## src/rtl/door_input_cond.sv

```systemverilog
// door_input_cond: synchronises and debounces the door button and limit switches, emits a rate-limited activate pulse.
// Optional DOOR_COND_REMOTE_EN adds a remote_raw button channel sharing the lockout.
module door_input_cond #(
  parameter int SYNC_STAGES    = 2,
  parameter int DB_CYCLES      = 16,
  parameter int DB_W           = 5,
  parameter int LOCKOUT_CYCLES = 32,
  parameter int LOCK_W         = 6
) (
  input  logic clk,
  input  logic rst,
  input  logic btn_raw,
  input  logic up_sw_raw,
  input  logic dn_sw_raw,
`ifdef DOOR_COND_REMOTE_EN
  input  logic remote_raw,
`endif
  output logic activate,
  output logic up_limit,
  output logic dn_limit,
  output logic limit_fault
);
`ifdef DOOR_COND_REMOTE_EN
  localparam int NCH = 4;
  localparam int NP = 2;
  localparam logic [NCH-1:0] DB_RST = 4'b1001;
  logic [NCH-1:0] raw;
  logic [NP-1:0] press;
  assign raw = {remote_raw, dn_sw_raw, up_sw_raw, btn_raw};
`else
  localparam int NCH = 3;
  localparam int NP = 1;
  localparam logic [NCH-1:0] DB_RST = 3'b001;
  logic [NCH-1:0] raw;
  logic [NP-1:0] press;
  assign raw = {dn_sw_raw, up_sw_raw, btn_raw};
`endif
  typedef enum logic [1:0] {IDLE = 2'd0, PULSE = 2'd1, LOCK = 2'd2} state_t;
  logic [NCH-1:0][SYNC_STAGES-1:0] sync_q, sync_d;
  logic [NCH-1:0][DB_W-1:0] cnt_q, cnt_d;
  logic [NCH-1:0] s, db_q, db_d;
  logic [NP-1:0] prs_q, prs_d;
  logic [LOCK_W-1:0] lock_cnt_q, lock_cnt_d;
  state_t state_q, state_d;
  logic activate_q, activate_d, up_limit_q, up_limit_d, dn_limit_q, dn_limit_d;
  logic limit_fault_q, limit_fault_d, rise;
  always_comb begin
    sync_d = '0;
    cnt_d = '0;
    s = '0;
    db_d = '0;
    for (int i = 0; i < NCH; i++) begin
      sync_d[i] = {sync_q[i][SYNC_STAGES-2:0], raw[i]};
      s[i] = sync_q[i][SYNC_STAGES-1];
      db_d[i] = (s[i] != db_q[i] && cnt_q[i] == DB_W'(DB_CYCLES - 1)) ? s[i] : db_q[i];
      cnt_d[i] = (s[i] == db_q[i] || cnt_q[i] == DB_W'(DB_CYCLES - 1)) ? '0 : cnt_q[i] + 1'b1;
    end
  end
`ifdef DOOR_COND_REMOTE_EN
  assign press = {db_q[3], db_q[0]};
`else
  assign press = db_q[0];
`endif
  // simultaneous rises on several press channels collapse into one request
  assign rise = |(press & ~prs_q);
  always_comb begin
    prs_d = press;
    state_d = (state_q == IDLE)  ? ((rise && !limit_fault_q) ? PULSE : IDLE) :
              (state_q == PULSE) ? LOCK :
              (state_q == LOCK)  ? ((lock_cnt_q == '0) ? IDLE : LOCK) : IDLE;
    lock_cnt_d = (state_q == PULSE) ? LOCK_W'(LOCKOUT_CYCLES - 1) :
                 (state_q == LOCK && lock_cnt_q != '0) ? lock_cnt_q - 1'b1 : lock_cnt_q;
    activate_d = (state_q == PULSE);
    up_limit_d = db_d[1];
    dn_limit_d = db_d[2];
    limit_fault_d = db_d[1] & db_d[2];
  end
  always_ff @(posedge clk) begin
    if (rst) begin
      sync_q <= '0;
      cnt_q <= '0;
      db_q <= DB_RST;
      prs_q <= '1;
      lock_cnt_q <= '0;
      state_q <= IDLE;
      activate_q <= 1'b0;
      up_limit_q <= 1'b0;
      dn_limit_q <= 1'b0;
      limit_fault_q <= 1'b0;
    end else begin
      sync_q <= sync_d;
      cnt_q <= cnt_d;
      db_q <= db_d;
      prs_q <= prs_d;
      lock_cnt_q <= lock_cnt_d;
      state_q <= state_d;
      activate_q <= activate_d;
      up_limit_q <= up_limit_d;
      dn_limit_q <= dn_limit_d;
      limit_fault_q <= limit_fault_d;
    end
  end
  assign activate = activate_q;
  assign up_limit = up_limit_q;
  assign dn_limit = dn_limit_q;
  assign limit_fault = limit_fault_q;
endmodule

```

## config.mk

```make
export PLATFORM = sky130hd
export DESIGN_NAME = door_input_cond
export DESIGN_NICKNAME = d
export VERILOG_FILES = /design/src/rtl/door_input_cond.sv
export SDC_FILE = /design/constraint.sdc
export NUM_CORES = 1
export LEC_CHECK = 0
export CAP_MARGIN = 20
export CORE_MARGIN = 1
export CORE_UTILIZATION = 43
export DETAILED_ROUTE_END_ITERATION = 16
export PLACE_DENSITY_LB_ADDON = 0.15
export SLEW_MARGIN = 20
export SYNTH_ARGS = -nofsm -noshare
export SYNTH_HDL_FRONTEND = slang
export SYNTH_SLANG_ARGS = --single-unit
export TNS_END_PERCENT = 1
```

## constraint.sdc

```tcl
create_clock -name clk -period 4.7 [get_ports clk]
set_input_delay 0.47 -clock clk [delete_from_list [all_inputs] [get_ports clk]]
set_output_delay 0.47 -clock clk [all_outputs]
set_load 0.005 [all_outputs]
```

# After elaboration in Yosys (flattened, before gate mapping)
# Index checks and enable logic that the tools add are counted.
# W data, S select, Z words.
dict set report word_totals {
  ff_bits 37
  inputBits 5
  word_cells 60
}
dict set report op_classes {
  addsub 4
  eq_ne 11
  n_mux 9
  bitwise_logic 3
  reduce_logical 17
}
# cell n
set ops {}
lappend ops {{$add A5 B1 Y5 const B} 3}
lappend ops {{$eq A5 B4 Y1 const B} 3}
lappend ops {{$mux W5} 2}
lappend ops {{$mux W2} 4}
lappend ops {{$reduce_or A2 Y1} 4}
lappend ops {{$logic_not A6 Y1} 1}
lappend ops {{$reduce_bool A6 Y1} 1}
lappend ops {{$sub A6 B1 Y6 const B} 1}
lappend ops {{$logic_and A1 B1 Y1} 5}
lappend ops {{$eq A1 B1 Y1} 3}
lappend ops {{$logic_or A1 B1 Y1} 3}
lappend ops {{$mux W1} 3}
lappend ops {{$ne A1 B1 Y1} 3}
lappend ops {{$and A1 B1 Y1} 2}
lappend ops {{$eq A2 B1 Y1 const B} 1}
lappend ops {{$eq A2 B2 Y1 const B} 1}
lappend ops {{$logic_not A2 Y1} 1}
lappend ops {{$reduce_bool A2 Y1} 1}
lappend ops {{$logic_not A1 Y1} 1}
lappend ops {{$not A1 Y1} 1}

# Longest topological paths before layout
# Gate-level depths: netlist (run 1).
dict set report logic_depth {
  ltp_word 5
  depth_mapped 6
  depth_no_buf 5
}

# Worst setup path before layout (run 1)
# Ideal clock, no wire load.
dict set report synth_path {
  path_kind {flip-flop to flip-flop}
  start {register lock_cnt_q[0]}
  end {register lock_cnt_q[1]}
  t_arrival_ns 1.563
  required_ns 4.609
  slack_ns 3.046
  stages_incl_launch_ff 7
  n_path_buf 1
  period_less_slack_ns 1.654
  path_cell_list {dfxtp_1 -> inv_1 -> ha_1 -> or4b_1 -> buf_2 -> or2_1 -> a311oi_1}
}
dict set report synth_between {
  elab_chain_cells 3
  word_cells_on_any_way 6
  classes_between {1 x add/sub; 2 x mux; 3 x reduce/logical}
}
# item line_no
set synth_rtl {}
lappend synth_rtl {{start: declaration} 43} ;# logic [LOCK_W-1:0] lock_cnt_q, lock_cnt_d;
lappend synth_rtl {{start signal: assignment} 95} ;# lock_cnt_q <= lock_cnt_d;
lappend synth_rtl {{$sub A6 B1 Y6 / $reduce_bool A6 Y1 (equally long branches)} 72} ;# (state_q == LOCK && lock_cnt_q != '0) ? lock_cnt_q - 1'b1 : lock_cnt_q;
lappend synth_rtl {{$mux W5 / $logic_and A1 B1 Y1 (equally long branches)} 72}
lappend synth_rtl {{$mux W5 / $reduce_bool A2 Y1 (equally long branches)} n/a}
# Parallel ways exist; a longest one is shown, timed or not. The select of a mux whose other input is x is not followed.
# A chain may end at the register's enable or synchronous reset.

# Worst setup path in the final report (run 1)
# Same ends and word-level chain as after synthesis.

==> run_results.csv, run 1 <==
group,metric,value,unit
status,status,"completed",
global_route,grt_start_max_net_pins,24,
layout,nNetsFinal,173,
layout,syn2layout_area_growth,11.7,%
yosys,yosysWarnings,0,
worst_setup_path,worstSetupStartpointType,"flop",
clocking,cts_tree,"built",
worst_setup_path,worst_ep_arrival_time,2.11,ns
yosys,ys_ff_latch,35,
pwr,switchingPower,0.104,mW
worst_setup_path,crit_path_max_fanout,7,
clocking,cts_hold_buf,0,
clocking,ctsResizeCount,0,
layout,drive_gt1_frac,0.0559,
sta,max_slew.worst_pin.slew,0.767,ns
sta,tns,0,ns
sta,hold_viol_final,0,
clocking,cts_buffers,5,
yosys,syn_inst,152,
sta,fmax,537,MHz
layout,fin_util,0.516,
detailed_routing,vias,1068,
pwr,p_int,0.397,mW
worst_setup_path,cpMaxStageDelayCell,"or4b_1",
pwr,p_total,0.501,mW
yosys,syn_area,1450,sq um
clocking,htreeDepth,2,
clocking,clockBufferDepth,2,
detailed_routing,ant_nets,0,
clocking,path_clk_slew,0.10,ns
placement,gp_congestion,0.786,
floorplan,ios,9,
yosys,synth_edf_count,0,
sta,final_max_slew_viol_count,0,
yosys,synth_most_common_cell,"dfxtp_1",
pwr,pwr-share-seq,0.608,
worst_setup_path,worstSetupEndpointType,"flop",
sta,rsz0062_at_grt,"false",
yosys,netlist.area_leader.share,0.484,
sta,slew_headroom,0.487,
sta,period_share,0.396,
yosys,ys.flop_type,"dfxtp_1",
pwr,p_sw_frac,0.207,
global_route,grt_pass1_vias,1036,
sta,post-route-min-period,1.86,ns
placement,dp_cells,197,
detailed_routing,drcViolationCount,0,
layout,antennaDiodeCount,0,
clocking,worst_skew_pair.late_latency,0.33,ns
clocking,root_buffer,"clkbuf_4",
yosys,syn_nets,165,
yosys,ys_top_cells_by_area,"dfxtp_1, ha_1, nor2_1",
placement,dpl.hpwl,1700,um
pwr,p_leak,0.605,nW
placement,io_buffers,8,
sta,fin_skew,0.00675,ns
yosys,synth.avg_cell_area,9.52,sq um
yosys,ys_async_sr_fraction,0,
global_route,antenna_found_initial,0,
flow_run,maxCapViolCount,0,
floorplan,num_rows,20,
worst_setup_path,critical_path_class,"reg -> reg",
floorplan,die_x,60.0,um
pwr,powerDensity,310,nW/um^2
detailed_routing,wl,2430,um
min_path,holdCritPathClass,"reg -> reg",
global_route,grt_pass1_wl,4320,um
floorplan,die_area,3600,sq um
clocking,postCtsSetupBuffers,0,
floorplan,die-height,60.0,um
worst_setup_path,timing.critical_path.cells,"inv_1, ha_1, or4b_1, or2_1, a311oi_1",
pwr,irDropWorstVdd,0.165,mV
worst_setup_path,required,4.95,ns
floorplan,core,3130,sq um
detailed_routing,first_pass_iters,4,
global_route,grt_use_total,0.167,
detailed_routing,via_per_inst,5.21,
sta,setup_violations,0,
layout,instances_no_fill,205,
pwr,combPwrFrac,0.028,
pwr,pwr-share-clk,0.364,
clocking,clkSinkCount,35,
detailed_routing,drt_iter0_markers,16,
yosys,synthTopCellsByCount,"dfxtp_1, nor2_1, inv_1, nor2b_1, ha_1",
floorplan,start_util,0.462,
global_route,grt_remaining_overflow,0,
yosys,synth_top_cell_by_area,"dfxtp_1",
worst_setup_path,slowest_delay,0.59,ns
detailed_routing,routedWlPerCell,11.8,um
yosys,yosysUniqueCellTypes,34,
yosys,seq_area_frac_synth,0.484,
critical path: cells and delay by family (launching register included):
kind            cells  cell delay [ns]
fa+ha+maj           1             0.17
simple gates        2             0.87
flops               1             0.38
compound gates      1             0.25
buf+inv             1             0.12
cell type report:
class | instances | area, sq um
Clock buffer | 8 | 68.8
Tap cell | 44 | 55.1
Sequential cell | 35 | 701
Inverter | 12 | 45.0
Fill cell | 309 | 1510
Timing Repair Buffer | 8 | 80.1
Multi-Input combinational cell | 98 | 666
power by group through the flow:
stage,clock (mW),combinational (mW),sequential [mW]
2_1_floorplan,0,0.00932,0.310
3_3_place_gp,0,0.0137,0.311
3_5_place_dp,0,0.0144,0.311
4_1_cts,0.191,0.0144,0.304
5_1_grt,0.201,0.0161,0.305
6_report,0.182,0.0141,0.304
path summary, 6_finish.rpt:
check | startpoint | endpoint | slack, ns | cells past startpoint
setup / recovery | lock_cnt_q[0] | lock_cnt_q[1] | 2.84 | 5
hold / removal | cnt_q[5] | cnt_q[5] | 0.45 | 1
setup reg to reg | lock_cnt_q[0] | lock_cnt_q[1] | 2.84 | 5
hold reg to reg | cnt_q[5] | cnt_q[5] | 0.45 | 1
logic make-up after synthesis:
family,share of synthesized area
and+or+nand+nor,0.242
DFF,0.484
buffers and inverters,0.0554
AOI/OAI and AO/OA,0.0735
xor gates and xnor gates,0.0545
adders and majority gates,0.0692
muxes,0.0208
cells in the final DEF (no fill, tap or decap), drive strengths merged, types with 3 or more instances in the layout:
cell,n
a311oi,5
and3,5
clkbuf,8
clkdlybuf4s50,8
dfxtp,35
ha,8
inv,12
mux2i,3
nand3,3
nor2,20
nor2b,9
nor3,7
nor4,4
or3,5
xnor2,6
xor2,3
state kept, by name (all words and copies together) (netlist names):
register     flops
activate         1
lock_cnt_q       6
prs_q            1
db_q             3
limit_fault      1
sync_d           3
s                3
cnt_q           15
state_q          2
metal layers:
layer | vias to the layer above | global-route usage | routed length, um
li1 | 538 | - | -
met1 | 507 | 0.179 | 1110
met2 | 17 | 0.278 | 1160
met3 | 6 | 0.0649 | 115
met4 | 0 | 0.0963 | 48
met5 | - | 0 | 0
per-stage QoR:
step	hold slack [ns]	instance area, sq um	setup slack (ns)
floorplan	0.414	1450	3.05
global placement	0.419	1550	2.65
detailed placement	0.432	1550	2.60
CTS	0.455	1620	2.85
global route	0.467	1620	2.72
finish	0.450	1620	2.84
(Power assumes the default switching activity.)
==> run 2, diff against run 1 <==
==> constraint.sdc (replaced) <==
create_clock -name clk -period 1.8 [get_ports clk]
set_input_delay 0.18 -clock clk [delete_from_list [all_inputs] [get_ports clk]]
set_output_delay 0.18 -clock clk [all_outputs]
set_load 0.005 [all_outputs]
==> run_results.csv, run 2 (synthesis results as in run 1) <==
group,metric,value,unit
status,status,"completed",
worst_setup_path,worstSetupEndpointType,"flop",
sta,slew_headroom,0.595,
sta,max_slew.worst_pin.slew,0.607,ns
clocking,postCtsSetupBuffers,0,
worst_setup_path,cpMaxStageDelayCell,"or4b_4",
floorplan,start_util,0.462,
sta,final_max_slew_viol_count,0,
worst_setup_path,cp-startpoint,"lock_cnt_q[1]",
sta,rsz0062_at_grt,"false",
floorplan,core,3130,sq um
layout,nNetsFinal,176,
worst_setup_path,worst_ep_arrival_time,1.96,ns
layout,final_common_cell,"dfxtp_1",
global_route,grt_pass1_wl,4450,um
pwr,pwr-share-seq,0.634,
detailed_routing,ant_nets,0,
pwr,combPwrFrac,0.034,
pwr,powerDensity,759,nW/um^2
sta,fmax,588,MHz
sta,post-route-min-period,1.70,ns
worst_setup_path,timing.critical_path.cells,"inv_1, ha_1, or4b_4, or2_1, a311oi_2",
layout,layout_common_cells,"dfxtp_1, nor2_1, inv_1",
layout,syn2layout_area_growth,14.2,%
pwr,p_total,1.25,mW
global_route,grt_start_max_net_pins,24,
pwr,p_int,0.961,mW
clocking,clockBufferDepth,2,
clocking,cts_buffers,5,
layout,regMostFlops,"cnt_q",
floorplan,die-height,60.0,um
floorplan,die_area,3600,sq um
placement,place_ws,0.0646,ns
detailed_routing,routedWlPerCell,12.0,um
layout,reg_top3,"cnt_q x15, lock_cnt_q x6",
clocking,path_clk_slew,0.10,ns
placement,io_buffers,8,
min_path,worstHoldStart,"up_sw_raw",
sta,hold-worst-slack,0.381,ns
worst_setup_path,rr_startpoint,"lock_cnt_q[1]",
worst_setup_path,required,2.06,ns
worst_setup_path,crit_path_max_fanout,6,
global_route,grt_use_total,0.179,
pwr,pwr-share-clk,0.332,
sta,period_share,0.944,
floorplan,die_x,60.0,um
pwr,p_sw_frac,0.233,
sta,tns,0,ns
detailed_routing,via_per_inst,5.08,
global_route,antenna_found_initial,0,
clocking,worst_skew_pair.late_latency,0.35,ns
global_route,grt_pass1_vias,1057,
clocking,cts_tree,"built",
layout,largest_register_ffs,15,
clocking,htreeDepth,2,
layout,antennaDiodeCount,0,
layout,drive_gt1_frac,0.0915,
detailed_routing,first_pass_iters,3,
min_path,holdCritPathClass,"in -> reg",
placement,dpl.hpwl,1640,um
sta,fin_skew,0.0106,ns
worst_setup_path,critical_path_class,"reg -> reg",
detailed_routing,vias,1056,
worst_setup_path,worstSetupStartpointType,"flop",
worst_setup_path,slowest_delay,0.51,ns
detailed_routing,wl,2490,um
placement,gp_congestion,0.758,
clocking,cts_hold_buf,0,
pwr,switchingPower,0.291,mW
sta,hold_viol_final,0,
floorplan,num_rows,20,
sta,setup_violations,0,
flow_run,maxCapViolCount,0,
pwr,p_leak,0.615,nW
floorplan,ios,9,
sta,layout_setup_ws,0.100,ns
detailed_routing,drt_iter0_markers,25,
pwr,irDropWorstVdd,0.355,mV
clocking,clkSinkCount,35,
global_route,grt_remaining_overflow,0,
detailed_routing,drcViolationCount,0,
clocking,root_buffer,"clkbuf_4",
[run 2: metrics by stage]
step | area [sq um] | utilization | instances
3_3_place_gp | 1580 | 0.506 | 200
5_1_grt | 1650 | 0.528 | 208
2_1_floorplan | 1450 | - | 152
6_report | 1650 | 0.528 | 208
3_5_place_dp | 1580 | 0.506 | 200
4_1_cts | 1640 | 0.523 | 208
[run 2: metal layers]
layer	track usage	vias to the layer above	share of wire
met2	0.286	17	0.47
met3	0.0779	7	0.034
met1	0.199	488	0.47
met5	0	-	0
met4	0.0997	0	0.025
li1	-	544	-
[run 2: path summary, 6_finish.rpt]
check | cells past startpoint | endpoint | slack [ns]
max reg2reg | 5 | lock_cnt_q[1] | 0.10
min reg2reg | 1 | s[0] | 0.44
max | 5 | lock_cnt_q[1] | 0.10
min | 2 | sync_d[3] | 0.38
[run 2: cell type report]
| type | instances | area [sq um] |
|---|---|---|
| Multi-Input combinational cell | 98 | 682 |
| Tap cell | 44 | 55.1 |
| Fill cell | 308 | 1480 |
| Sequential cell | 35 | 701 |
| Inverter | 12 | 45.0 |
| Timing Repair Buffer | 11 | 115 |
| Clock buffer | 6 | 41.3 |
| Clock inverter | 2 | 12.5 |
[run 2: power groups by stage]
stage,Combinational (mW),Sequential [mW],Clock (mW)
floorplan,0.0243,0.811,0
global placement,0.0420,0.811,0
detailed placement,0.0434,0.812,0
CTS,0.0436,0.794,0.432
global route,0.0492,0.796,0.473
finish,0.0426,0.794,0.417
[run 2: critical path, delay by kind of cell, from the launching register on]
kind,cells,cell delay (ns)
AO/OA/AOI/OAI,1,0.23
adder cells (fa/ha/maj),1,0.16
buffers and inverters,1,0.09
flip-flops,1,0.37
AND/OR/NAND/NOR,2,0.77
[run 2: timing repair]
action                                  4_1_cts  5_1_grt
hold endpoints to repair                      0        0
endpoints found under the setup margin        0        3
resized for setup                             0        3
